File: config.mk
export PLATFORM = sky130hd
export DESIGN_NAME = regfile_port_arbiter
export DESIGN_NICKNAME = d
export VERILOG_FILES = /design/src/rtl/regfile_arb_pkg.sv /design/src/rtl/regfile_clear_seq.sv /design/src/rtl/regfile_port_arbiter.sv
export SDC_FILE = /design/constraint.sdc
export NUM_CORES = 1
export LEC_CHECK = 0
export CAP_MARGIN = 10
export CORE_MARGIN = 2
export CORE_UTILIZATION = 37
export CTS_BUF_LIST = sky130_fd_sc_hd__clkbuf_8
export CTS_CLUSTER_SIZE = 28
export DETAILED_ROUTE_END_ITERATION = 10
export PLACE_DENSITY = 0.83
export SYNTH_ARGS = -nofsm -noshare
export SYNTH_HDL_FRONTEND = slang
export SYNTH_HIERARCHICAL = 1
export SYNTH_SLANG_ARGS = --single-unit
File: constraint.sdc
create_clock -name clk -period 3.7 [get_ports clk]
set_clock_uncertainty 0.2 [all_clocks]
set_input_delay 0.925 -clock clk [delete_from_list [all_inputs] [get_ports clk]]
set_output_delay 0.925 -clock clk [all_outputs]
set_load 0.01 [all_outputs]
File: src/rtl/regfile_arb_pkg.sv
// -----------------------------------------------------------------------------
// regfile_arb_pkg
//   Shared types and constants for the register-file port arbiter.
//   - arb_state_e : arbiter FSM state (INIT clear sweep, RUN, RESP_WAIT)
//   - XLEN_DEF / NREG_DEF / AW_DEF : default datapath and address geometry
//   - REG_ZERO    : architectural x0, which is never written
// -----------------------------------------------------------------------------
package regfile_arb_pkg;

  localparam int XLEN_DEF = 32;
  localparam int NREG_DEF = 32;
  localparam int AW_DEF   = 5;

  localparam logic [AW_DEF-1:0] REG_ZERO = '0;

  typedef enum logic [1:0] {
    INIT      = 2'd0,
    RUN       = 2'd1,
    RESP_WAIT = 2'd2
  } arb_state_e;

endpackage

File: src/rtl/regfile_clear_seq.sv
// -----------------------------------------------------------------------------
// regfile_clear_seq
//   Walks clear_idx from x1 up to x(NREG-1), one register per enabled cycle,
//   and raises done after the last one has been written. done is sticky
//   until reset.
// Ports:
//   clk, reset  : clock, asynchronous active-low reset
//   en          : sweep active this cycle (arbiter in INIT)
//   clear_idx   : register being cleared this cycle
//   last        : clear_idx is the final register of the sweep
//   done        : sweep finished (registered, set the cycle after last)
// -----------------------------------------------------------------------------
module regfile_clear_seq
  import regfile_arb_pkg::*;
#(
  parameter int NREG = NREG_DEF,
  parameter int AW   = AW_DEF
) (
  input  logic          clk,
  input  logic          reset,
  input  logic          en,
  output logic [AW-1:0] clear_idx,
  output logic          last,
  output logic          done
);

  assign last = (clear_idx == AW'(NREG - 1));

  always_ff @(posedge clk or negedge reset) begin
    if (!reset) begin
      clear_idx <= AW'(1);
      done      <= 1'b0;
    end else if (en) begin
      if (last) begin
        done <= 1'b1;
      end else begin
        clear_idx <= clear_idx + AW'(1);
      end
    end
  end

endmodule

File: src/rtl/regfile_port_arbiter.sv
// -----------------------------------------------------------------------------
// regfile_port_arbiter
//   Owns all address/control inputs of the register file. After reset it
//   clears x1..x31, then shares the single write port between core writeback
//   and a debug port, and borrows read port 1 for debug reads.
// Ports:
//   clk, reset                     : clock, asynchronous active-low reset
//   core_rs1_addr/core_rs2_addr    : core read addresses
//   core_wb_en/addr/data           : core writeback request
//   core_stall                     : core holds pipeline and writeback this cycle
//   init_done                      : register clear complete
//   dbg_req_valid/ready/we/addr/wdata : debug request channel
//   dbg_rsp_valid/ready/rdata      : debug response channel
//   rf_addr1/2/3, rf_we, rf_wdata  : register file controls
//   rf_rdata1                      : register file read data port 1
//   fsm_state                      : current arbiter state (observability)
//
// Handshake: a transfer happens on a channel in every cycle where valid and
// ready are both 1 at the rising clock edge. The sender keeps valid and its
// payload stable until that transfer; ready may depend combinationally on
// valid. dbg_rsp_valid stays high with stable rdata until taken.
// -----------------------------------------------------------------------------
module regfile_port_arbiter
  import regfile_arb_pkg::*;
#(
  parameter int XLEN           = XLEN_DEF,
  parameter int NREG           = NREG_DEF,
  parameter int AW             = AW_DEF,
  parameter int DBG_STARVE_MAX = 8
) (
  input  logic            clk,
  input  logic            reset,
  input  logic [AW-1:0]   core_rs1_addr,
  input  logic [AW-1:0]   core_rs2_addr,
  input  logic            core_wb_en,
  input  logic [AW-1:0]   core_wb_addr,
  input  logic [XLEN-1:0] core_wb_data,
  output logic            core_stall,
  output logic            init_done,
  input  logic            dbg_req_valid,
  output logic            dbg_req_ready,
  input  logic            dbg_req_we,
  input  logic [AW-1:0]   dbg_req_addr,
  input  logic [XLEN-1:0] dbg_req_wdata,
  output logic            dbg_rsp_valid,
  input  logic            dbg_rsp_ready,
  output logic [XLEN-1:0] dbg_rsp_rdata,
  output logic [AW-1:0]   rf_addr1,
  output logic [AW-1:0]   rf_addr2,
  output logic [AW-1:0]   rf_addr3,
  output logic            rf_we,
  output logic [XLEN-1:0] rf_wdata,
  input  logic [XLEN-1:0] rf_rdata1,
  output arb_state_e      fsm_state
);

  localparam int          SW         = $clog2(DBG_STARVE_MAX + 1);
  localparam logic [SW-1:0] STARVE_MAX = SW'(DBG_STARVE_MAX);
  localparam logic [AW-1:0] ZERO_ADDR  = AW'(REG_ZERO);

  arb_state_e      state, state_next;
  logic [SW-1:0]   starve_cnt;
  logic [AW-1:0]   clear_idx;
  logic            clear_last;
  logic            clear_en;

  logic            rsp_taken;
  logic            accept_window;
  logic            starve_force;
  logic            dbg_rd_accept;
  logic            dbg_wr_accept;

  assign fsm_state = state;
  assign clear_en  = (state == INIT);

  regfile_clear_seq #(
    .NREG (NREG),
    .AW   (AW)
  ) u_clear_seq (
    .clk       (clk),
    .reset     (reset),
    .en        (clear_en),
    .clear_idx (clear_idx),
    .last      (clear_last),
    .done      (init_done)
  );

  // A new request may be taken in RUN, or in RESP_WAIT in the very cycle the
  // outstanding response is consumed, so back-to-back requests lose no cycle.
  assign rsp_taken     = dbg_rsp_valid && dbg_rsp_ready;
  assign accept_window = (state == RUN) || ((state == RESP_WAIT) && rsp_taken);
  assign starve_force  = (starve_cnt == STARVE_MAX);

  // Reads borrow port 1 and are never held off. Writes yield to the core
  // until they have waited DBG_STARVE_MAX cycles, then the core is stalled.
  assign dbg_rd_accept = accept_window && dbg_req_valid && !dbg_req_we;
  assign dbg_wr_accept = accept_window && dbg_req_valid && dbg_req_we &&
                         (!core_wb_en || starve_force);
  assign dbg_req_ready = dbg_rd_accept || dbg_wr_accept;

  // ---------------------------------------------------------------------------
  // State register
  // ---------------------------------------------------------------------------
  always_ff @(posedge clk or negedge reset) begin
    if (!reset) begin
      state <= INIT;
    end else begin
      state <= state_next;
    end
  end

  // ---------------------------------------------------------------------------
  // Next state and register-file port steering
  // ---------------------------------------------------------------------------
  always_comb begin
    state_next = state;
    rf_addr1   = core_rs1_addr;
    rf_addr2   = core_rs2_addr;
    rf_addr3   = core_wb_addr;
    rf_wdata   = core_wb_data;
    rf_we      = 1'b0;
    core_stall = 1'b0;

    case (state)
      INIT: begin
        rf_we      = 1'b1;
        rf_addr3   = clear_idx;
        rf_wdata   = '0;
        core_stall = 1'b1;
        if (clear_last) begin
          state_next = RUN;
        end
      end

      RUN, RESP_WAIT: begin
        if (core_wb_en) begin
          rf_we = (core_wb_addr != ZERO_ADDR);
        end

        if (dbg_rd_accept) begin
          // Port 1 is taken; the core's writeback is deferred as well so
          // the core replays the whole cycle unchanged.
          core_stall = 1'b1;
          rf_addr1   = dbg_req_addr;
          rf_we      = 1'b0;
        end else if (dbg_wr_accept) begin
          // Only a forced write displaces a core writeback.
          core_stall = core_wb_en;
          rf_we      = (dbg_req_addr != ZERO_ADDR);
          rf_addr3   = dbg_req_addr;
          rf_wdata   = dbg_req_wdata;
        end

        if (dbg_req_ready) begin
          state_next = RESP_WAIT;
        end else if ((state == RESP_WAIT) && rsp_taken) begin
          state_next = RUN;
        end
      end

      default: begin
        state_next = INIT;
      end
    endcase
  end

  // ---------------------------------------------------------------------------
  // Starvation counter for debug writes
  // ---------------------------------------------------------------------------
  always_ff @(posedge clk or negedge reset) begin
    if (!reset) begin
      starve_cnt <= '0;
    end else if (dbg_req_ready) begin
      starve_cnt <= '0;
    end else if (dbg_req_valid && dbg_req_we && !starve_force) begin
      starve_cnt <= starve_cnt + SW'(1);
    end
  end

  // ---------------------------------------------------------------------------
  // Debug response register. Read data is captured from port 1 at the
  // accepting edge; write acknowledgements carry zero.
  // ---------------------------------------------------------------------------
  always_ff @(posedge clk or negedge reset) begin
    if (!reset) begin
      dbg_rsp_valid <= 1'b0;
      dbg_rsp_rdata <= '0;
    end else if (dbg_req_ready) begin
      dbg_rsp_valid <= 1'b1;
      dbg_rsp_rdata <= dbg_req_we ? '0 : rf_rdata1;
    end else if (rsp_taken) begin
      dbg_rsp_valid <= 1'b0;
    end
  end

endmodule

==> results.md, run 1 <==
- Largest net degree at the start of global routing: 67
- Tcrit/Tclk final: around 99%
- Layout area overhead: 72.9%
- Initial drt markers: 92
- MaxCap Viol Count: 0
- PortBufs: a little under 200
- Combinational family with the most area after synthesis: simple AND/OR/NAND/NOR gates
- Most common cell after layout, fill and taps aside: clkdlybuf4s50_1
- Worst hold path depth: 1
- Kind of critical path: input port to primary output
- Total number of vias: roughly 3400
- CP Launch Type: input port
- FILL cells: 677
- Synth area leader: dfrtp_1
- FF+latch count, synth: 45
- Unrepaired setup endpoints after global routing: yes
- Post-Synth Simple-Gate Area: 25.4%
- Initial Util: between 30% and 40%
- Mux cell area share after synthesis: ~3.6%
- Min Clock Period, post-route: 3670 ps
- Detailed Place HPWL: ~8000 um
- R2R depth: 9
- CTS Hold Bufs: 0
- Post-route setup TNS: 0 ps
- Critical R2R Launch: fsm_state[0]$_DFFE_PN0P_
- I/O Pins: roughly 210
- Final slew viol count: 0
- Final cell count without fillers: between 600 and 700
- Most frequent cells in the layout: clkdlybuf4s50_1, nand2_1, dfrtp_1, nor2_1, o21ai_0
- Share of layout cells above drive strength 1: between 10% and 20%
- Critical-path cell list: dlygate4sd2_1 > buf_6 > nor3_1 > buf_4 > mux2_2 > clkdlybuf4s50_1
- TritonCTS Sinks: 45
- Syn_nets: ~500
- DRC viols: 0
- Crit-path max FO: 36
- Syn avg cell area: 8.37 sq um
- Worst Hold Class: flip-flop to flip-flop
- Status: complete, no violations
- CP bufs+invs: 4
- Area contributors post-synth: dfrtp_1, a221o_1, nand2_1
- Compound-Gate Fraction of Synth Area: a little over a fifth
- Worst-Skew Late Latency: 280 ps
- DRT Wirelength: approximately 11000 um
- Worst-path clk slew: 80 ps
- Grt ovf: 0
- CTS tree: built
- WHS Endpoint: u_clear_seq/done$_DFFE_PN0P_
- Die extent in y: roughly 95 um
- # setup viols final: 0
- Cells after DPL: ~650
- Post-DR wirelength/cell: about 16 um
- Cell family with most CP delay: buffers and inverters
- Gr usage total: between 20% and 30%
- N_diodes: 0
- Leakage: around 2.4 nW
- YS warnings: 6
- Power density cells: between 600 and 700 mW/mm^2
- Maximum buffer depth of the clock tree: 2
- Final Net Count: a little under 700
- Relative slew margins: between 30 and 40%
- Via-to-Cell Ratio: around 5
- FP Rows: 33
- Worst VDD drop: 0.431 mV
- Antenna viol nets, final: 0
- Crit end category: primary output
- Number of global-route vias before repair: around 3400
- Dpl ws: -515 ps
- Fin area: around 0.0053 sq mm
- Placed cell area: approximately 0.0051 sq mm
- Die X: approximately 95 um
- Setup ws final: 26.5 ps
- Power after layout: 0.00322 W
- First-pass GRT wire length: approximately 17000 um
- Initial antenna violation count: 1
- Post-Synth XOR/XNOR Area: between 1.5 and 2%
- Gp weighted congestion: 0.828
- Clock root buffer: clkbuf_8
- R2r endpoint: fsm_state[1]$_DFFE_PN0P_
- Htree depth: 2
- Synth Cell Area: 0.00305 sq mm
- Share of Yosys cell area claimed by the top area cell type: approximately 36%
- Cts bufs inserted: 5
- CP max stage cell: clkdlybuf4s50_1
- Fmax: ~0.27 GHz
- Seq/Total Area, Yosys: around 37%
- Final Hold Viols: 0
- DRT Pass-1 Iters: 5
- Max incr delay on CP: 470 ps
- Measured slew at the worst slew-check pin: 990 ps
- Adder-cell share of the synthesized area: approximately 3.3%
- Worst Path Required: ~2600 ps
- Syn Inst Count: 365
- Hold Crit Start: u_clear_seq/done$_DFFE_PN0P_
- Unique masters post-synth: 39
- Reg2Reg Setup Slack: 1210 ps
- Die Footprint: about 0.0090 sq mm
- Core Area: ~0.008 sq mm
- WP data arrival: approximately 2600 ps
[area by class of cell]
type,instances,area [sq um],share of cell area (%)
repair buffers,224,2150,40.7
flip-flops and latches,45,1130,21.3
inverters,8,30.0,0.569
well taps,105,131,2.49
clock buffers,6,82.6,1.56
clock inverters,2,33.8,0.640
multi-input cells,277,1730,32.7
[metal layers]
metal  wire, um  GRT usage [%]  vias to the layer above
met5         10              0                        -
met4        295           8.45                        2
met3       1460           9.74                       25
met2       5030           39.2                      177
met1       4050           27.5                     1550
li1           -              -                     1663
[stage by stage]
stage / hold slack [ps] / util [%]
3_5_place_dp: 253 / 63.5
3_3_place_gp: 241 / 63.5
6_report: 270 / 65.3
5_1_grt: 301 / 65.3
2_1_floorplan: 259 / -
4_1_cts: 270 / 65.1
[worst register-to-register path, delay by kind of cell, from the launching register on]
family	cells	cell delay, ps
buffers and inverters	4	710
multiplexers	1	170
AND/OR/NAND/NOR	1	220
AO/OA/AOI/OAI	2	490
flip-flops	1	420
adder cells (fa/ha/maj)	1	220
[report_power, final]
group          total (W)  internal, W  leakage [nW]  switching (W)
Clock           0.000379     0.000218        0.0626       0.000162
Sequential      0.000795     0.000679         0.563       0.000116
Combinational    0.00204      0.00106          1.77       0.000977
[logic make-up (layout without fill, tap and decap cells)]
group           Yosys count  in the layout
mux                      10             10
flops                    45             45
xor+xnor                  6              6
fa+ha+maj                 8              8
compound gates           86             86
simple gates            167            167
buf+inv                  43            240
[sequential cells by signal (all words and copies together), names as in the netlist]
register / cells
u_clear_seq/clear_idx: 5
dbg_rsp_valid: 1
u_clear_seq/done: 1
fsm_state: 2
starve_cnt: 4
dbg_rsp_rdata: 32
[timing repair]
item | CTS | global route
gates resized for setup | 116 | 7
setup endpoints to repair | 45 | 9
cloned | 3 | 0
pin swaps | 6 | 0
setup buffers | 3 | 0
[synthesized netlist by cell type]
library cell	number
ha_1	8
nor2b_1	2
dfrtp_1	44
buf_4	5
a32o_1	1
buf_6	3
and3_1	1
o311a_1	1
a22oi_1	5
or3_1	1
a21o_2	1
a221o_1	33
a311o_1	1
nand3_1	7
nor3_1	2
and2_1	2
dfstp_2	1
mux2i_1	2
buf_2	10
nand2b_1	32
o21ai_0	34
and3b_1	1
nand4_1	2
o2bb2ai_1	1
buf_1	1
xnor2_1	3
a211oi_4	1
a221oi_1	1
nor3b_1	2
nor2_1	38
a31oi_2	1
nand3b_4	1
o211ai_1	6
xor2_1	3
nand2_1	75
nor2b_4	1
inv_1	8
mux2_2	8
clkbuf_1	16
[how the worst max path moves through the flow]
stage	from	end	slack, ps	cells after the start
after global placement	dbg_rsp_ready	rf_wdata[8]	-450	7
after floorplan	dbg_req_we	rf_wdata[20]	550	7
after global routing	dbg_req_we	rf_addr1[3]	-40	6
final	dbg_req_we	rf_addr1[3]	30	6
after CTS	dbg_req_we	rf_addr1[1]	10	6
after detailed placement	dbg_rsp_ready	rf_wdata[8]	-510	7
Note: power is estimated with default switching activity, not from simulation.
==> run 2, diff against run 1 <==
Settings changed: ABC_CLOCK_PERIOD_IN_PS from default to 3700, CORE_UTILIZATION 37 to 36, CTS_BUF_LIST sky130_fd_sc_hd__clkbuf_8 to default, PLACE_DENSITY 0.83 to 0.82.
==> results.md, run 2 (synthesis results as in run 1) <==
- Maximum buffer depth of the clock tree: 2
- DRC viols: 0
- Most frequent cells in the layout: clkdlybuf4s50_1, nand2_1, dfrtp_1, dlygate4sd2_1, nor2_1
- Worst Hold Class: flip-flop to flip-flop
- TritonCTS Sinks: between 40 and 50
- DRT Wirelength: 11500 um
- Total number of vias: roughly 3400
- Regs by FF count: dbg_rsp_rdata: 32 flops, u_clear_seq/clear_idx: 5 flops, starve_cnt: 4 flops
- Fmax: about 0.28 GHz
- Worst Path Required: 2570 ps
- I/O Pins: roughly 210
- Die X: ~96 um
- Min Clock Period, post-route: ~3600 ps
- Max reg flops: 32
- Largest net degree at the start of global routing: 67
- Crit-path max FO: 21
- Measured slew at the worst slew-check pin: a little under 1000 ps
- Gp weighted congestion: ~0.83
- Core Area: ~0.0082 sq mm
- CP Launch Type: input port
- First-pass GRT wire length: around 17000 um
- FP Rows: 33
- Clock root buffer: clkbuf_8
- Initial Util: between 30% and 40%
- Grt ovf: 0
- Die extent in y: 96.1 um
- R2R depth: 9
- Gr usage total: 24.1%
- N_diodes: 0
- Reg2Reg Setup Slack: ~1200 ps
- Worst-path clk slew: 70 ps
- WHS Endpoint: u_clear_seq/done$_DFFE_PN0P_
- Power density cells: slightly below 600 mW/mm^2
- Register with the most flip-flops: dbg_rsp_rdata
- Worst-Skew Late Latency: about 300 ps
- DRT Pass-1 Iters: 5
- Unrepaired setup endpoints after global routing: yes
- Final Hold Viols: 0
- R2r endpoint: fsm_state[1]$_DFFE_PN0P_
- Tcrit/Tclk final: between 90 and 100%
- Worst VDD drop: between 0.4 and 0.5 mV
- Layout area overhead: 73.5%
- Number of global-route vias before repair: ~3400
- Relative slew margins: a little over a third
- Detailed Place HPWL: roughly 8500 um
- CTS Hold Bufs: 0
- Htree depth: 2
- # setup viols final: 0
- Initial drt markers: between 90 and 100
- Hold Crit Start: u_clear_seq/done$_DFFE_PN0P_
- WHS: about 260 ps
- WP data arrival: between 2000 and 2500 ps
- Final slew viol count: 0
- CTS tree: built
- Most common cell after layout, fill and taps aside: clkdlybuf4s50_1
- MaxCap Viol Count: 0
- Final Net Count: approximately 690
- Die Footprint: approximately 0.0092 sq mm
- Antenna viol nets, final: 0
- Initial antenna violation count: 0
- Post-DR wirelength/cell: around 17 um
- Via-to-Cell Ratio: between 5 and 6
- Leakage: around 2.4 nW
- PortBufs: 197
- Power after layout: 0.00315 W
- Status: complete, no violations
- Critical R2R Launch: fsm_state[0]$_DFFE_PN0P_
- Worst hold path depth: 1
- Share of layout cells above drive strength 1: between 10% and 20%
- Cts bufs inserted: 5
- Kind of critical path: input port to primary output
- Crit end category: primary output
-- run 2: routing by layer --
metal | vias up | routed length [um] | global-route usage, %
li1 | 1657 | - | -
met1 | 1589 | 4120 | 25.5
met2 | 170 | 5490 | 41.8
met3 | 26 | 1480 | 10.3
met4 | 0 | 402 | 9.88
met5 | - | 0 | 0
-- run 2: power by group --
part	leakage, nW	total, W	internal [W]	switching, W
sequential	0.563	0.000797	0.000679	0.000118
combinational	1.77	0.00206	0.00108	0.000980
clock	0.0422	0.000293	0.000133	0.000160
total	2.38	0.00315	0.00189	0.00126
-- run 2: through the flow --
stage	std cells	area, sq um	utilization, %	TNS [ps]	setup WS (ps)
finish	667	5300	64.5	0	89.9
global placement	653	5150	62.7	-16000	-435
CTS	666	5290	64.3	0	0.158
global route	667	5300	64.5	-5.95	-5.95
detailed placement	653	5150	62.7	-17570	-450
floorplan	365	3050	-	0	550
-- run 2: what timing repair did --
action	CTS	global route
buffers inserted	3	1
pin swaps	1	1
gates cloned	2	0
gates resized for setup	59	8
setup endpoints to repair	45	35
endpoints found under the hold margin	0	0
-- run 2: layout make-up --
cell class	count	area (sq um)
Fill cell	691	2920
Inverter	8	30.0
Clock inverter	1	5.00
Tap cell	105	131
Clock buffer	7	76.3
Timing Repair Buffer	224	2190
Multi-Input combinational cell	277	1740
Sequential cell	45	1130
-- run 2: critical path, cell delays in order --
cell	delay (ps)
dlygate4sd2_1	240
nand2_2	80
a211oi_4	190
buf_6	130
bufbuf_16	290
nor2_1	60
a221o_1	270
dlygate4sd2_1	290
-- run 2: how the worst max path moves through the flow --
stage / startpoint / cells past startpoint / slack [ps] / to
after floorplan: dbg_req_we / 7 / 550 / rf_wdata[20]
after global placement: dbg_rsp_ready / 7 / -440 / rf_wdata[3]
after detailed placement: dbg_rsp_ready / 7 / -450 / rf_wdata[19]
after CTS: dbg_req_we / 8 / 0.2 / rf_wdata[4]
after global routing: fsm_state[0]$_DFFE_PN0P_ / 9 / -6 / rf_wdata[7]
final: dbg_req_valid / 8 / 90 / rf_wdata[4]
==> run 3, diff against run 2 <==
Settings changed: ABC_CLOCK_PERIOD_IN_PS 3700 to 3100, CORE_UTILIZATION 36 to 33, PLACE_DENSITY 0.82 to 0.79, SETUP_SLACK_MARGIN from default to 0.15.
Clock period 3.7 ns to 3.1 ns, I/O delays scaled along.
==> results.md, run 3 (synthesis results as in run 1) <==
- Measured slew at the worst slew-check pin: about 1000 ps
- Placed cell area: 0.00528 sq mm
- CTS Hold Bufs: 0
- Gr usage total: 22.4%
- Maximum buffer depth of the clock tree: 2
- Die extent in y: ~100 um
- WHS Endpoint: u_clear_seq/done$_DFFE_PN0P_
- CP max stage cell: dfrtp_1
- DRT Wirelength: ~12000 um
- DRT Pass-1 Iters: 4
- Share of layout cells above drive strength 1: between 20 and 30%
- Worst Hold Class: flip-flop to flip-flop
- PortBufs: approximately 200
- R2R depth: 9
- Most used cell, CP: buf_6
- Final cell count without fillers: 715
- Unrepaired setup endpoints after global routing: yes
- Cts bufs inserted: 5
- Power after layout: around 0.0043 W
- Initial Util: about a third
- Clock root buffer: clkbuf_8
- Register with the most flip-flops: dbg_rsp_rdata
- Largest net degree at the start of global routing: 48
- FP Rows: 35
- Fmax: between 0.3 and 0.4 GHz
- Core Area: ~0.009 sq mm
- Initial antenna violation count: 0
- Worst-Skew Late Latency: 290 ps
- Hold Crit Start: u_clear_seq/done$_DFFE_PN0P_
- Final Util: roughly 65%
- Worst Path Required: about 2100 ps
- Crit-path max FO: 6
- Via-to-Cell Ratio: just over 5
- Htree depth: 2
- Min Clock Period, post-route: roughly 3200 ps
- CTS tree: built
- Gp weighted congestion: 0.871
- Final slew viol count: 0
- Worst VDD drop: between 0.4 and 0.5 mV
- Grt ovf: 0
- MaxCap Viol Count: 0
- WP data arrival: 2270 ps
- Total number of vias: between 3000 and 4000
- Relative slew margins: 35.1%
- Reg2Reg Setup Slack: approximately 760 ps
- Layout area overhead: 93.9%
- Worst hold path depth: 1
- FILL cells: ~760
- Antenna viol nets, final: 0
- Max reg flops: 32
- CP Launch Type: flip-flop
- Cells after DPL: about 670
- Post-route setup TNS: -3550 ps
- I/O Pins: 208
- Die X: 100 um
- Critical-path cell list: inv_2 > buf_6 > buf_6 > ha_4 > nor2b_4 > and2_4 > buf_8 > buf_16 > a221o_1 > buf_2
- Initial drt markers: 124
- Final Hold Viols: 0
- Most common cell after layout, fill and taps aside: clkdlybuf4s50_1
- Detailed Place HPWL: about 8200 um
- Failing checks: setup timing
- Regs by FF count: dbg_rsp_rdata: 32 flops, u_clear_seq/clear_idx: 5 flops, starve_cnt: 4 flops
- Final Net Count: between 700 and 800
- Leakage: about 2.6 nW
- R2r endpoint: fsm_state[1]$_DFFE_PN0P_
- Post-DR wirelength/cell: 17.0 um
- TritonCTS Sinks: 45
- Worst-path clk slew: 80 ps
- Critical R2R Launch: fsm_state[0]$_DFFE_PN0P_
- DRC viols: 0
- Most frequent cells in the layout: clkdlybuf4s50_1, nand2_1, dfrtp_1, buf_4, buf_2
- First-pass GRT wire length: between 15000 and 20000 um
- Kind of critical path: flip-flop to primary output
- N_diodes: 0
- Die Footprint: roughly 0.010 sq mm
- Fin area: about 0.0059 sq mm
- Power density cells: 729 mW/mm^2
- Number of global-route vias before repair: between 3000 and 4000
- Tcrit/Tclk final: 105%
- Setup ws final: -147 ps
- Crit end category: primary output
- Max incr delay on CP: 410 ps
- # setup viols final: 41
- Status: finished, violations left
## run 3: cell count changes in the layout (fill, tap and decap cells not counted), sizes merged
cell / before / now
buf: 27 / 117
dlygate4sd2: 44 / 0
clkdlybuf4s50: 147 / 144
bufbuf: 2 / 0
clkdlybuf4s15: 3 / 4
clkinv: 1 / 0
clkinvlp: 0 / 1
## run 3: what timing repair did
| item | 4_1_cts | 5_1_grt |
|---|---|---|
| endpoints found under the setup margin | 45 | 45 |
| pin swaps | 20 | 13 |
| endpoints found under the hold margin | 0 | 0 |
| buffers inserted | 18 | 8 |
| gates resized for setup | 263 | 29 |
| gates cloned | 6 | 2 |
## run 3: worst max-delay path: cells and delay by family, from the launching register on
kind / cells / cell delay (ps)
buffers and inverters: 6 / 730
DFF: 1 / 410
and+or+nand+nor: 2 / 320
AOI/OAI and AO/OA: 1 / 310
adders and majority gates: 1 / 210
## run 3: area by class of cell
| cell class | instances | area (sq um) | area share (%) |
|---|---|---|---|
| Inverter | 8 | 32.5 | 0.549 |
| Multi-Input combinational cell | 277 | 1910 | 32.3 |
| Timing Repair Buffer | 267 | 2620 | 44.3 |
| Clock buffer | 6 | 82.6 | 1.39 |
| Clock inverter | 1 | 7.51 | 0.127 |
| Sequential cell | 45 | 1130 | 19.1 |
| Tap cell | 111 | 139 | 2.35 |
## run 3: worst max path at each step
stage | cells after the start | to | start
after floorplan | 9 | rf_wdata[20] | fsm_state[0]$_DFFE_PN0P_
after global placement | 7 | rf_wdata[2] | dbg_rsp_ready
after CTS | 11 | rf_wdata[10] | starve_cnt[0]$_DFFE_PN0P_
after detailed placement | 7 | rf_wdata[4] | dbg_rsp_ready
after global routing | 11 | rf_wdata[10] | fsm_state[1]$_DFFE_PN0P_
final | 10 | rf_wdata[5] | fsm_state[0]$_DFFE_PN0P_
## run 3: per-stage QoR
stage / setup slack [ps] / hold slack, ps
after detailed placement: -760 / 257
after global routing: -217 / 312
final: -147 / 284
after global placement: -753 / 245
after CTS: -139 / 276
after floorplan: 174 / 259
## run 3: layer usage
| metal | vias to the layer above | routed length [um] | global-route usage [%] | part of all wire, % |
|---|---|---|---|---|
| li1 | 1749 | - | - | - |
| met1 | 1702 | 4570 | 25.9 | 38 |
| met2 | 185 | 6110 | 39.3 | 50 |
| met3 | 20 | 1220 | 6.41 | 10 |
| met4 | 0 | 272 | 8.22 | 2.2 |
| met5 | - | 0 | 0 | 0 |
## run 3: report_power, final
group	internal (W)	switching [W]
registers	0.000811	0.000141
logic	0.00163	0.00137
clock network	0.000176	0.000192
